File: config.mk
export PLATFORM = sky130hd
export DESIGN_NAME = im_fetch_ctrl
export DESIGN_NICKNAME = d
export VERILOG_FILES = /design/src/rtl/im_fetch_ctrl.sv
export SDC_FILE = /design/constraint.sdc
export NUM_CORES = 1
export LEC_CHECK = 0
export CAP_MARGIN = 20
export CORE_ASPECT_RATIO = 1.4
export CORE_MARGIN = 5
export CORE_UTILIZATION = 41
export CTS_CLUSTER_DIAMETER = 100
export DETAILED_ROUTE_END_ITERATION = 12
export PLACE_DENSITY = 0.73
export SYNTH_ARGS = -nofsm -noshare
export SYNTH_HDL_FRONTEND = slang
export SYNTH_SLANG_ARGS = --single-unit
File: constraint.sdc
create_clock -name clk -period 5.9 [get_ports clk]
set_input_delay 1.18 -clock clk [delete_from_list [all_inputs] [get_ports clk]]
set_output_delay 1.18 -clock clk [all_outputs]
set_load 0.05 [all_outputs]
File: src/rtl/im_fetch_ctrl.sv
// im_fetch_ctrl: fetch sequencer between the combinational instruction memory
// and the IF/ID register. Owns the PC, prefetches {pc, word} pairs into a small
// FIFO and presents the FIFO head to decode over a valid/ready handshake.
// Branch/jump redirects flush the FIFO and reload the PC.
// Optional feature macro: FETCH_MISALIGN_TRAP_EN (misaligned redirect -> HALT + trap).
module im_fetch_ctrl #(
    parameter int                ADDR_W   = 8,
    parameter int                DATA_W   = 32,
    parameter int                DEPTH    = 2,
    parameter logic [ADDR_W-1:0] RESET_PC = '0
) (
    input  logic              clk,
    input  logic              rst,
    input  logic              fetch_en,
    output logic [ADDR_W-1:0] im_addr,
    input  logic [DATA_W-1:0] im_data,
    output logic              if_valid,
    output logic [DATA_W-1:0] if_instr,
    output logic [ADDR_W-1:0] if_pc,
    input  logic              id_ready,
    input  logic              redirect_valid,
    input  logic [ADDR_W-1:0] redirect_pc,
    output logic              fetch_busy
`ifdef FETCH_MISALIGN_TRAP_EN
    ,
    output logic              trap
`endif
);

    localparam int PW = $clog2(DEPTH);
    localparam int CW = PW + 1;
    localparam logic [ADDR_W-1:0] PC_STEP    = ADDR_W'(4);
    localparam logic [ADDR_W-1:0] ALIGN_MASK = {{(ADDR_W-2){1'b1}}, 2'b00};

    typedef enum logic [1:0] {
        ST_IDLE = 2'b00,
        ST_RUN  = 2'b01,
        ST_HALT = 2'b10
    } state_t;

    state_t            state_r;
    logic              fetch_busy_r;
    logic [ADDR_W-1:0] pc_r;
    logic [ADDR_W-1:0] pc_next_s;
    logic [DATA_W-1:0] instr_mem_r [DEPTH];
    logic [ADDR_W-1:0] pcq_mem_r   [DEPTH];
    logic [PW-1:0]     rd_ptr_r;
    logic [PW-1:0]     wr_ptr_r;
    logic [PW-1:0]     rd_ptr_next_s;
    logic [PW-1:0]     wr_ptr_next_s;
    logic [CW-1:0]     count_r;
    logic [CW-1:0]     count_left_s;
    logic [CW-1:0]     count_next_s;
    logic              pop_s;
    logic              push_s;
    logic              misalign_s;
    logic [ADDR_W-1:0] target_s;
    logic              head_valid_s;
    logic [DATA_W-1:0] head_instr_s;
    logic [ADDR_W-1:0] head_pc_s;
    logic              if_valid_r;
    logic [DATA_W-1:0] if_instr_r;
    logic [ADDR_W-1:0] if_pc_r;

`ifdef FETCH_MISALIGN_TRAP_EN
    logic              trap_r;
    assign misalign_s = redirect_valid && (redirect_pc[1:0] != 2'b00);
    assign trap       = trap_r;
`else
    assign misalign_s = 1'b0;
`endif

    // Redirect targets are always word aligned when loaded into the PC.
    assign target_s   = redirect_pc & ALIGN_MASK;
    assign im_addr    = pc_r;
    assign if_valid   = if_valid_r;
    assign if_instr   = if_instr_r;
    assign if_pc      = if_pc_r;
    assign fetch_busy = fetch_busy_r;

    // Next-state of PC and FIFO bookkeeping, plus the head entry seen after the edge.
    always_comb begin
        pop_s         = if_valid_r && id_ready;
        count_left_s  = pop_s ? (count_r - CW'(1)) : count_r;
        push_s        = (state_r == ST_RUN) && fetch_en && !redirect_valid &&
                        ((count_r < CW'(DEPTH)) || pop_s);
        rd_ptr_next_s = rd_ptr_r;
        wr_ptr_next_s = wr_ptr_r;
        count_next_s  = count_r;
        pc_next_s     = pc_r;
        if (redirect_valid) begin
            // A same-cycle pop is simply absorbed by the flush.
            rd_ptr_next_s = '0;
            wr_ptr_next_s = '0;
            count_next_s  = '0;
            if ((state_r != ST_HALT) && !misalign_s) begin
                pc_next_s = target_s;
            end else begin
                pc_next_s = pc_r;
            end
        end else begin
            rd_ptr_next_s = pop_s  ? (rd_ptr_r + PW'(1)) : rd_ptr_r;
            wr_ptr_next_s = push_s ? (wr_ptr_r + PW'(1)) : wr_ptr_r;
            count_next_s  = push_s ? (count_left_s + CW'(1)) : count_left_s;
            pc_next_s     = push_s ? (pc_r + PC_STEP) : pc_r;
        end

        head_valid_s = 1'b0;
        head_instr_s = '0;
        head_pc_s    = '0;
        if (count_next_s == '0) begin
            head_valid_s = 1'b0;
        end else if (count_left_s == '0) begin
            // FIFO would be empty after the pop: the new head is the word being pushed.
            head_valid_s = 1'b1;
            head_instr_s = im_data;
            head_pc_s    = pc_r;
        end else begin
            head_valid_s = 1'b1;
            head_instr_s = instr_mem_r[rd_ptr_next_s];
            head_pc_s    = pcq_mem_r[rd_ptr_next_s];
        end
    end

    // Fetch control FSM with registered busy flag.
    always_ff @(posedge clk or posedge rst) begin
        if (rst) begin
            state_r      <= ST_IDLE;
            fetch_busy_r <= 1'b0;
        end else begin
            case (state_r)
                ST_IDLE: begin
                    if (misalign_s) begin
                        state_r      <= ST_HALT;
                        fetch_busy_r <= 1'b0;
                    end else if (fetch_en) begin
                        state_r      <= ST_RUN;
                        fetch_busy_r <= 1'b1;
                    end else begin
                        state_r      <= ST_IDLE;
                        fetch_busy_r <= 1'b0;
                    end
                end
                ST_RUN: begin
                    if (misalign_s) begin
                        state_r      <= ST_HALT;
                        fetch_busy_r <= 1'b0;
                    end else if (!fetch_en) begin
                        state_r      <= ST_IDLE;
                        fetch_busy_r <= 1'b0;
                    end else begin
                        state_r      <= ST_RUN;
                        fetch_busy_r <= 1'b1;
                    end
                end
                ST_HALT: begin
                    state_r      <= ST_HALT;
                    fetch_busy_r <= 1'b0;
                end
                default: begin
                    state_r      <= ST_IDLE;
                    fetch_busy_r <= 1'b0;
                end
            endcase
        end
    end

    // PC, FIFO storage/pointers and registered head outputs.
    always_ff @(posedge clk or posedge rst) begin
        if (rst) begin
            pc_r       <= RESET_PC;
            rd_ptr_r   <= '0;
            wr_ptr_r   <= '0;
            count_r    <= '0;
            if_valid_r <= 1'b0;
            if_instr_r <= '0;
            if_pc_r    <= '0;
            for (int i = 0; i < DEPTH; i++) begin
                instr_mem_r[i] <= '0;
                pcq_mem_r[i]   <= '0;
            end
        end else begin
            pc_r       <= pc_next_s;
            rd_ptr_r   <= rd_ptr_next_s;
            wr_ptr_r   <= wr_ptr_next_s;
            count_r    <= count_next_s;
            if_valid_r <= head_valid_s;
            if_instr_r <= head_instr_s;
            if_pc_r    <= head_pc_s;
            if (push_s) begin
                instr_mem_r[wr_ptr_r] <= im_data;
                pcq_mem_r[wr_ptr_r]   <= pc_r;
            end
        end
    end

`ifdef FETCH_MISALIGN_TRAP_EN
    // Sticky trap flag: set by a misaligned redirect, cleared only by reset.
    always_ff @(posedge clk or posedge rst) begin
        if (rst) begin
            trap_r <= 1'b0;
        end else begin
            trap_r <= trap_r | misalign_s;
        end
    end
`endif

endmodule

==> results of run 1 <==
## synthesized netlist by cell type (3+ instances only)
master    instances
mux2i_1           3
nor2_1            4
inv_1            43
a221oi_2         10
buf_4             7
dfrtp_1         128
xnor2_1           3
a21oi_1          46
mux2_2           76
nand2_1          42
a221oi_1         29
buf_1             3
o21ai_0          10
clkbuf_1         13
nor4_1            3
nor2b_1           3
buf_2            12
buf_6             4
## final cells by class
| type | instances | area (um^2) |
|---|---|---|
| Tap cell | 182 | 228 |
| Inverter | 43 | 164 |
| Timing Repair Buffer | 92 | 931 |
| Clock buffer | 18 | 429 |
| Fill cell | 1170 | 6150 |
| Clock inverter | 14 | 205 |
| Sequential cell | 128 | 3200 |
| Multi-Input combinational cell | 261 | 2080 |
## stage by stage
step	std cells	cell area, um^2	total power, mW
2_1_floorplan	471	5630	2.26
3_3_place_gp	705	6570	2.58
3_5_place_dp	705	6570	2.65
4_1_cts	737	7210	3.78
5_1_grt	738	7240	3.95
6_report	738	7240	3.75
## per-layer routing
layer  vias to the layer above  global-route usage (%)  share of wire (%)
met5                         -                       0                  0
met4                         0                    7.26                2.0
met3                        24                    3.99                3.8
met2                        77                    28.6                 53
met1                      2001                    20.9                 41
li1                       1790                       -                  -
## worst reg2reg max path: stages (launching register included)
cell	delay, ns
dfrtp_1	0.44
and2_1	0.28
mux2i_4	0.22
buf_4	0.31
inv_1	0.61
buf_4	0.42
a21oi_1	0.12
a221oi_1	0.38
## flip-flops by register name, summed over array words and instances, names as in the netlist
signal	count
if_valid	1
fetch_busy	1
instr_mem_r	64
rd_ptr_r	1
state_r	2
if_instr	32
if_pc	6
pcq_mem_r	12
wr_ptr_r	1
count_r	2
im_addr	6
## cell families (layout without fill, tap and decap cells)
| kind of cell | count (synthesis) | count (layout) | share of synthesized area, % |
|---|---|---|---|
| other | 1 | 4 | 0.0668 |
| multiplexers | 79 | 79 | 15.8 |
| adder cells (fa/ha/maj) | 2 | 2 | 0.445 |
| AO/OA/AOI/OAI | 104 | 104 | 13.4 |
| AND/OR/NAND/NOR | 68 | 68 | 5.95 |
| XOR/XNOR | 4 | 4 | 0.624 |
| buffers and inverters | 82 | 167 | 6.75 |
| flip-flops | 128 | 128 | 57.0 |
## power groups by stage
stage / Sequential, mW / Combinational, mW / Clock (mW)
6_report: 1.35 / 1.28 / 1.12
3_3_place_gp: 1.34 / 1.23 / 0
2_1_floorplan: 1.60 / 0.655 / 0
3_5_place_dp: 1.37 / 1.28 / 0
4_1_cts: 1.35 / 1.29 / 1.14
5_1_grt: 1.39 / 1.38 / 1.18
## worst max path at each step
stage               cells past startpoint            from    endpoint
floorplan                               1             rst  count_r[0]
global placement                        8  redirect_valid    if_pc[6]
detailed placement                      8  redirect_valid    if_pc[6]
CTS                                     8  redirect_valid    if_pc[6]
global route                            8  redirect_valid    if_pc[6]
finish                                  8  redirect_valid    if_pc[6]
==> reports/results.tsv, run 1 <==
metric	value	unit
status	complete, no violations	
r2r_start	if_valid	
fp.dieW	109	um
cts_resized	0	
swShare	36.0	%
post-route-period-util	69.2	%
start_util	42.0	%
syn_inst	468	
synth_top_area_cell	dfrtp_1	
hold_end	fetch_busy	
finalMaxSlewViolations	0	
worstMarginPinSlew	1.05	ns
ctsLongestPathBuffers	2	
synth_top_area_share	57.0	%
ir_drop	319	uV
crit_family	buffers and inverters	
p_leak	3.31	nW
pwr-share-seq	36.0	%
finalSetupTns	0	ns
hold_class	register to register	
ant_nets	0	
period_needed	4.08	ns
finalWorstSetupSlack	1.82	ns
n_antenna_cell	0	
slew_headroom	29.9	%
finClkSkew	0.0110	ns
wl_per_cell	17.6	um
synthArstFlopShare	100	%
ioPinCount	95	
clock-sinks	128	
gp_congestion	0.756	
ff2ff_path_depth	7	
nets	590	
hold_violations	0	
place_ws	1.45	ns
dr.pass1.iters	4	
hp-start	state_r[1]	
clkPwrFrac	29.9	%
p_comb_share	34.1	%
numCtsBuffers	17	
grt_pass1_wl	21.8	mm
powerDensity	518	mW/mm^2
ys_ff_latch	128	
hold_depth	1	
syn2layout_area_growth	28.8	%
synth_top_flop_cell	dfrtp_1	
drv_cap	0	
io_buffers	88	
critical_path_class	input pin to register	
synth_area	0.00562	mm^2
final_common_cell	dfrtp_1	
path_cells	clkdlybuf4s50_1 > nor2b_1 > mux2i_4 > buf_4 > inv_1 > buf_4 > a21oi_1 > a221oi_1	
synth_edf_count	0	
overflow	0	
die_h	149	um
wl	13.0	mm
rsz0062_at_grt	no	
cts.clk_slew.worst_paths	0.06	ns
rows	50	
critical_path.endpoint_type	register	
start_kind	input pin	
clk_latency	0.41	ns
via_count	3892	
fin_util	54.0	%
die_area	0.0162	mm^2
cpMaxStageDelayCell	clkdlybuf4s50_1	
final_cell_mix	dfrtp_1 (128), clkdlybuf4s50_1 (88), mux2_2 (76), a21oi_1 (46), inv_1 (42)	
rr_endpoint	if_pc[6]	
yosys_warnings	0	
grt_antenna_before_repair	0	
path_max_fanout	39	
arrival	4.36	ns
grtUsageTotal	17.1	%
synth_cell_types	40	
grt_pass1_vias	4268	
drt_iter0_markers	141	
ys_top_cells_by_area	dfrtp_1 (57%), mux2_2 (15%), a221oi_1 (4.5%), a21oi_1 (4.1%), inv_1 (2.9%)	
setup_violations	0	
coreArea	0.0134	mm^2
rrSetupSlack	3.00	ns
required	6.18	ns
final_layout_size_suffix_gt1_share	23.4	%
drc	0	
hpwl	7.88	mm
drt-vias-per-instance	5.27	
ys_seq_area_share	57.0	%
clockRootBuffer	clkbuf_16	
htreeDepth	4	
max_stage_delay	0.80	ns
timing.hold.ws	0.488	ns
fmax	245	MHz
cts_setup_buffers	0	
cp_common_cell	buf_4	
intPower	2.40	mW
cp_num_buf_inv	4	
postCtsHoldBufs	0	
cts_tree	yes	
syn_avg_cell_area	12.0	um^2
switching_power	1.35	mW
grt_max_degree	81	
(Power assumes the default switching activity.)
==> run 2, diff against run 1 <==
- PLACE_DENSITY: 0.73 -> 0.76
- clock period: 5.9 -> 3.3 ns (I/O delays scaled with it)
==> run 2 against run 1 <==
Clock-buffer cell count shrank 1. Final cell count is 1.2% higher. Global-route usage is 0.41 points higher. Combinational power up 83%. Die area is the same. Sequential power increased by 80%. Critical path type unchanged. Largest power group unchanged.
==> reports/results.tsv, run 2 (same netlist as run 1, synthesis figures left out) <==
metric	value	unit	change
powerDensity	939	mW/mm^2	+81%
cpMaxStageDelayCell	clkdlybuf4s50_1		
critical_path.startpoint	id_ready		
cts_tree	yes		
grtUsageTotal	17.5	%	+0.41 points
critical_path.endpoint_type	register		
fp.dieW	109	um	unchanged
ir_drop	444	uV	+39%
cts_setup_buffers	0		unchanged
ioPinCount	95		unchanged
p_leak	3.39	nW	+2.4%
clock-sinks	128		unchanged
critical_path_class	input pin to register		
required	3.59	ns	-2.59 ns
finalSetupTns	0	ns	unchanged
cts.clk_slew.worst_paths	0.06	ns	about the same
period_needed	2.79	ns	
hpwl	8.40	mm	+6.5%
setup_violations	0		unchanged
io_buffers	88		unchanged
start_kind	input pin		
drt-vias-per-instance	5.34		+1.2%
drc	0		unchanged
wl	13.4	mm	+3.5%
fmax	358	MHz	
finalWorstSetupSlack	0.510	ns	-1.31 ns
ant_nets	0		unchanged
power.total	6.96	mW	+85%
coreArea	0.0134	mm^2	unchanged
status	complete, no violations		
rows	50		unchanged
start_util	42.0	%	unchanged
postCtsHoldBufs	0		unchanged
slew_headroom	53.8	%	+24 points
final_layout_size_suffix_gt1_share	24.8	%	+1.4 points
timing.hold.ws	0.490	ns	+0.00283 ns
dp_cells	716		+1.6%
overflow	0		unchanged
largest_register_ffs	64		unchanged
hp-start	state_r[1]		
grt_pass1_wl	22.4	mm	+2.9%
wl_per_cell	18.0	um	+2.3%
gp_congestion	0.803		+6.2%
cts_resized	0		unchanged
ctsLongestPathBuffers	2		unchanged
via_count	3988		+2.5%
hold_violations	0		unchanged
finalMaxSlewViolations	0		unchanged
clk_latency	0.41	ns	about the same
path_cells	clkdlybuf4s50_1 > nand2_1 > nor2_1 > xnor2_1 > ha_4 > nor4_1 > or4_4 > buf_4 > a221oi_1		
drv_cap	0		unchanged
fin_cells	747		+1.2%
arrival	3.08	ns	-1.28 ns
hold_class	register to register		
final_common_cell	dfrtp_1		
syn2layout_area_growth	31.9	%	
die_area	0.0162	mm^2	unchanged
numCtsBuffers	17		unchanged
post-route-period-util	84.5	%	
final_cell_mix	dfrtp_1 (128), clkdlybuf4s50_1 (88), mux2_2 (76), a21oi_1 (46), inv_1 (42)		
grt_antenna_before_repair	0		unchanged
clockRootBuffer	clkbuf_16		
finClkSkew	0.0109	ns	-0.0000757 ns
place_ws	0.156	ns	-1.30 ns
grt_max_degree	77		-4.9%
r2r_start	if_valid		
path_max_fanout	24		-38%
fill_cells	1094		-6.5%
n_antenna_cell	0		unchanged
top_register	instr_mem_r		
dr.pass1.iters	4		unchanged
nets	600		+1.7%
grt_pass1_vias	4399		+3.1%
die_h	149	um	unchanged
rsz0062_at_grt	no		
worstMarginPinSlew	0.694	ns	-0.358 ns
drt_iter0_markers	150		+6.4%
htreeDepth	4		unchanged
max_stage_delay	0.56	ns	-0.24 ns
[run 2: changes by cell type in the layout (fill, tap and decap cells not counted), sizes merged]
cell,delta
inv,-4
clkinv,-2
clkbuf,-1
bufinv,+3
buf,+10
clkinvlp,+3
[run 2: metrics by stage]
stage                     utilization (%)  cell area [um^2]
after floorplan                         -              5630
after global placement               50.2              6720
after detailed placement             50.2              6720
after CTS                            55.3              7410
after global routing                 55.3              7410
final                                55.3              7410
[run 2: layer usage]
| metal | GRT usage, % | vias up | share of wire [%] |
|---|---|---|---|
| met4 | 6.57 | 0 | 1.5 |
| li1 | - | 1805 | - |
| met3 | 4.17 | 16 | 5.1 |
| met5 | 0 | - | 0 |
| met2 | 30.1 | 123 | 53 |
| met1 | 21.0 | 2044 | 40 |
[run 2: report_power, final]
| group | internal (mW) | leakage (nW) | total (mW) | switching, mW |
|---|---|---|---|---|
| clock | 1.49 | 0.322 | 2.18 | 0.693 |
| combinational | 0.932 | 1.44 | 2.34 | 1.41 |
| sequential | 2.12 | 1.63 | 2.43 | 0.315 |
| total | 4.54 | 3.39 | 6.96 | 2.42 |
[run 2: final cells by class]
class                           count  area, um^2  area share [%]
Tap cell                          182         228            3.07
Clock inverter                     14         263            3.55
Sequential cell                   128        3200            43.2
Multi-Input combinational cell    261        2080            28.0
Timing Repair Buffer              102        1050            14.2
Clock buffer                       17         425            5.74
Inverter                           43         165            2.23
[run 2: worst max-delay path, delay by kind of cell]
| kind | cells | cell delay, ns |
|---|---|---|
| buf+inv | 2 | 0.80 |
| xor+xnor | 1 | 0.11 |
| compound gates | 1 | 0.27 |
| fa+ha+maj | 1 | 0.30 |
| simple gates | 4 | 0.92 |
[run 2: final timing paths]
kind / to / slack [ns] / cells past startpoint
max in group asynchronous: if_instr[4] / 1.96 / 3
min in group asynchronous: instr_mem_r[30] / 0.71 / 3
max reg2reg: if_instr[29] / 0.88 / 8
min: fetch_busy / 0.49 / 1
max: if_instr[29] / 0.51 / 9
min reg2reg: fetch_busy / 0.49 / 1
==> run 3, diff against run 2 <==
- PLACE_DENSITY: 0.76 -> 0.73
- clock period: 3.3 -> 2.7 ns (I/O delays scaled with it)
==> run 3 against run 2 <==
Cell area increased by 1.3%. Non-clock buffer count increased by 7. Die area unchanged. Sequential share of layout area is 0.56 points lower. Via count is 0.65% higher. Total power rose by 23%. First-iteration DRC count increased by 37%. Critical path type unchanged. Critical endpoint is now if_instr[13]. Largest cell class unchanged.
==> reports/results.tsv, run 3 (same netlist as run 1, synthesis figures left out) <==
metric	value	unit	change
ir_drop	505	uV	+14%
grtUsageTotal	17.7	%	+0.24 points
max_stage_delay	0.55	ns	about the same
finClkSkew	0.00792	ns	-0.00301 ns
gp_congestion	0.810		+0.93%
hold_class	register to register		
postCtsHoldBufs	0		unchanged
cpMaxStageDelayCell	or4_4		
critical_path_class	input pin to register		
cts_resized	0		unchanged
syn2layout_area_growth	33.6	%	
period_needed	2.44	ns	
fp.dieW	109	um	unchanged
powerDensity	1140	mW/mm^2	+22%
top_register	instr_mem_r		
slew_headroom	54.5	%	+0.70 points
path_cells	clkdlybuf4s50_1 > nand2_1 > nor2_1 > xnor2_1 > ha_4 > nor4_1 > or4_4 > buf_12 > a221oi_1		
grt_max_degree	129		+68%
final_layout_size_suffix_gt1_share	25.8	%	+1.1 points
coreArea	0.0134	mm^2	unchanged
io_buffers	88		unchanged
critical_path.endpoint_type	register		
timing.hold.ws	0.492	ns	+0.00131 ns
cts.clk_slew.worst_paths	0.06	ns	about the same
start_kind	input pin		
wl	13.4	mm	about the same
worstMarginPinSlew	0.683	ns	-0.0105 ns
dp_cells	723		+0.98%
htreeDepth	4		unchanged
ff2ff_path_depth	7		-1
arrival	2.73	ns	-0.35 ns
via_count	4014		+0.65%
start_util	42.0	%	unchanged
cts_tree	yes		
rows	50		unchanged
wl_per_cell	17.8	um	-1.1%
largest_register_ffs	64		unchanged
hold_violations	0		unchanged
clk_latency	0.41	ns	about the same
nets	607		+1.2%
finalSetupTns	0	ns	unchanged
clock-sinks	128		unchanged
p_leak	3.44	nW	+1.5%
rr_endpoint	if_instr[13]		
fin_cells	755		+1.1%
rrSetupSlack	0.39	ns	-0.49 ns
finalMaxSlewViolations	0		unchanged
overflow	0		unchanged
grt_pass1_vias	4371		-0.64%
hp-start	state_r[1]		
hold_end	state_r[0]		
drt-vias-per-instance	5.32		-0.41%
drt_iter0_markers	206		+37%
grt_pass1_wl	22.4	mm	unchanged
status	complete, no violations		
hold_depth	1		unchanged
rsz0062_at_grt	no		
fmax	410	MHz	
die_h	149	um	unchanged
setup_violations	0		unchanged
post-route-period-util	90.2	%	
drc	0		unchanged
hpwl	8.50	mm	+1.3%
cts_setup_buffers	0		unchanged
required	2.99	ns	-0.60 ns
grt_antenna_before_repair	0		unchanged
ioPinCount	95		unchanged
clockRootBuffer	clkbuf_16		
fill_cells	1131		+3.4%
final_cell_mix	dfrtp_1 (128), clkdlybuf4s50_1 (88), mux2_2 (76), a21oi_1 (46), inv_1 (42)		
final_common_cell	dfrtp_1		
path_max_fanout	26		+8.3%
ant_nets	0		unchanged
ctsLongestPathBuffers	2		unchanged
dr.pass1.iters	5		+1
r2r_start	if_valid		
numCtsBuffers	17		unchanged
die_area	0.0162	mm^2	unchanged
n_antenna_cell	0		unchanged
drv_cap	0		unchanged
[run 3: power by group]
part	switching, mW	internal (mW)
clock	0.871	1.74
combinational	1.74	1.25
sequential	0.388	2.59
[run 3: per-stage QoR]
stage,power [mW],setup slack [ns],utilization (%),instance area [um^2]
4_1_cts,8.66,0.278,56.1,7500
3_5_place_dp,5.99,-0.143,51.0,6820
2_1_floorplan,4.94,0.207,-,5630
6_report,8.58,0.263,56.1,7500
3_3_place_gp,5.85,-0.0677,51.0,6820
5_1_grt,9.05,0.134,56.1,7500
[run 3: area by class of cell]
type,count,area (um^2),share of cell area [%]
clock inverter,15,256,3.42
clock buffer,17,425,5.67
sequential,128,3200,42.7
multi-input combinational,261,2080,27.7
tap,182,228,3.03
timing repair buffer,109,1150,15.3
inverter,43,165,2.20
[run 3: how the worst max path moves through the flow]
stage          startpoint           end  slack [ns]  cells after the start
6_report         id_ready  if_instr[13]        0.26                      9
5_1_grt          id_ready  if_instr[13]        0.13                      9
3_3_place_gp     id_ready  if_instr[22]       -0.07                      9
4_1_cts          id_ready  if_instr[13]        0.28                      9
3_5_place_dp     id_ready  if_instr[25]       -0.14                      9
2_1_floorplan    if_valid   if_instr[1]        0.21                      9
[run 3: layer usage]
layer	part of all wire, %	global-route usage (%)
met1	41	21.0
met2	53	30.4
met3	3.5	4.99
met4	2.2	6.51
met5	0	0
[run 3: critical path, delay by kind of cell]
family / cells / cell delay, ns
simple gates: 4 / 0.82
buf+inv: 2 / 0.70
fa+ha+maj: 1 / 0.29
compound gates: 1 / 0.25
xor+xnor: 1 / 0.11
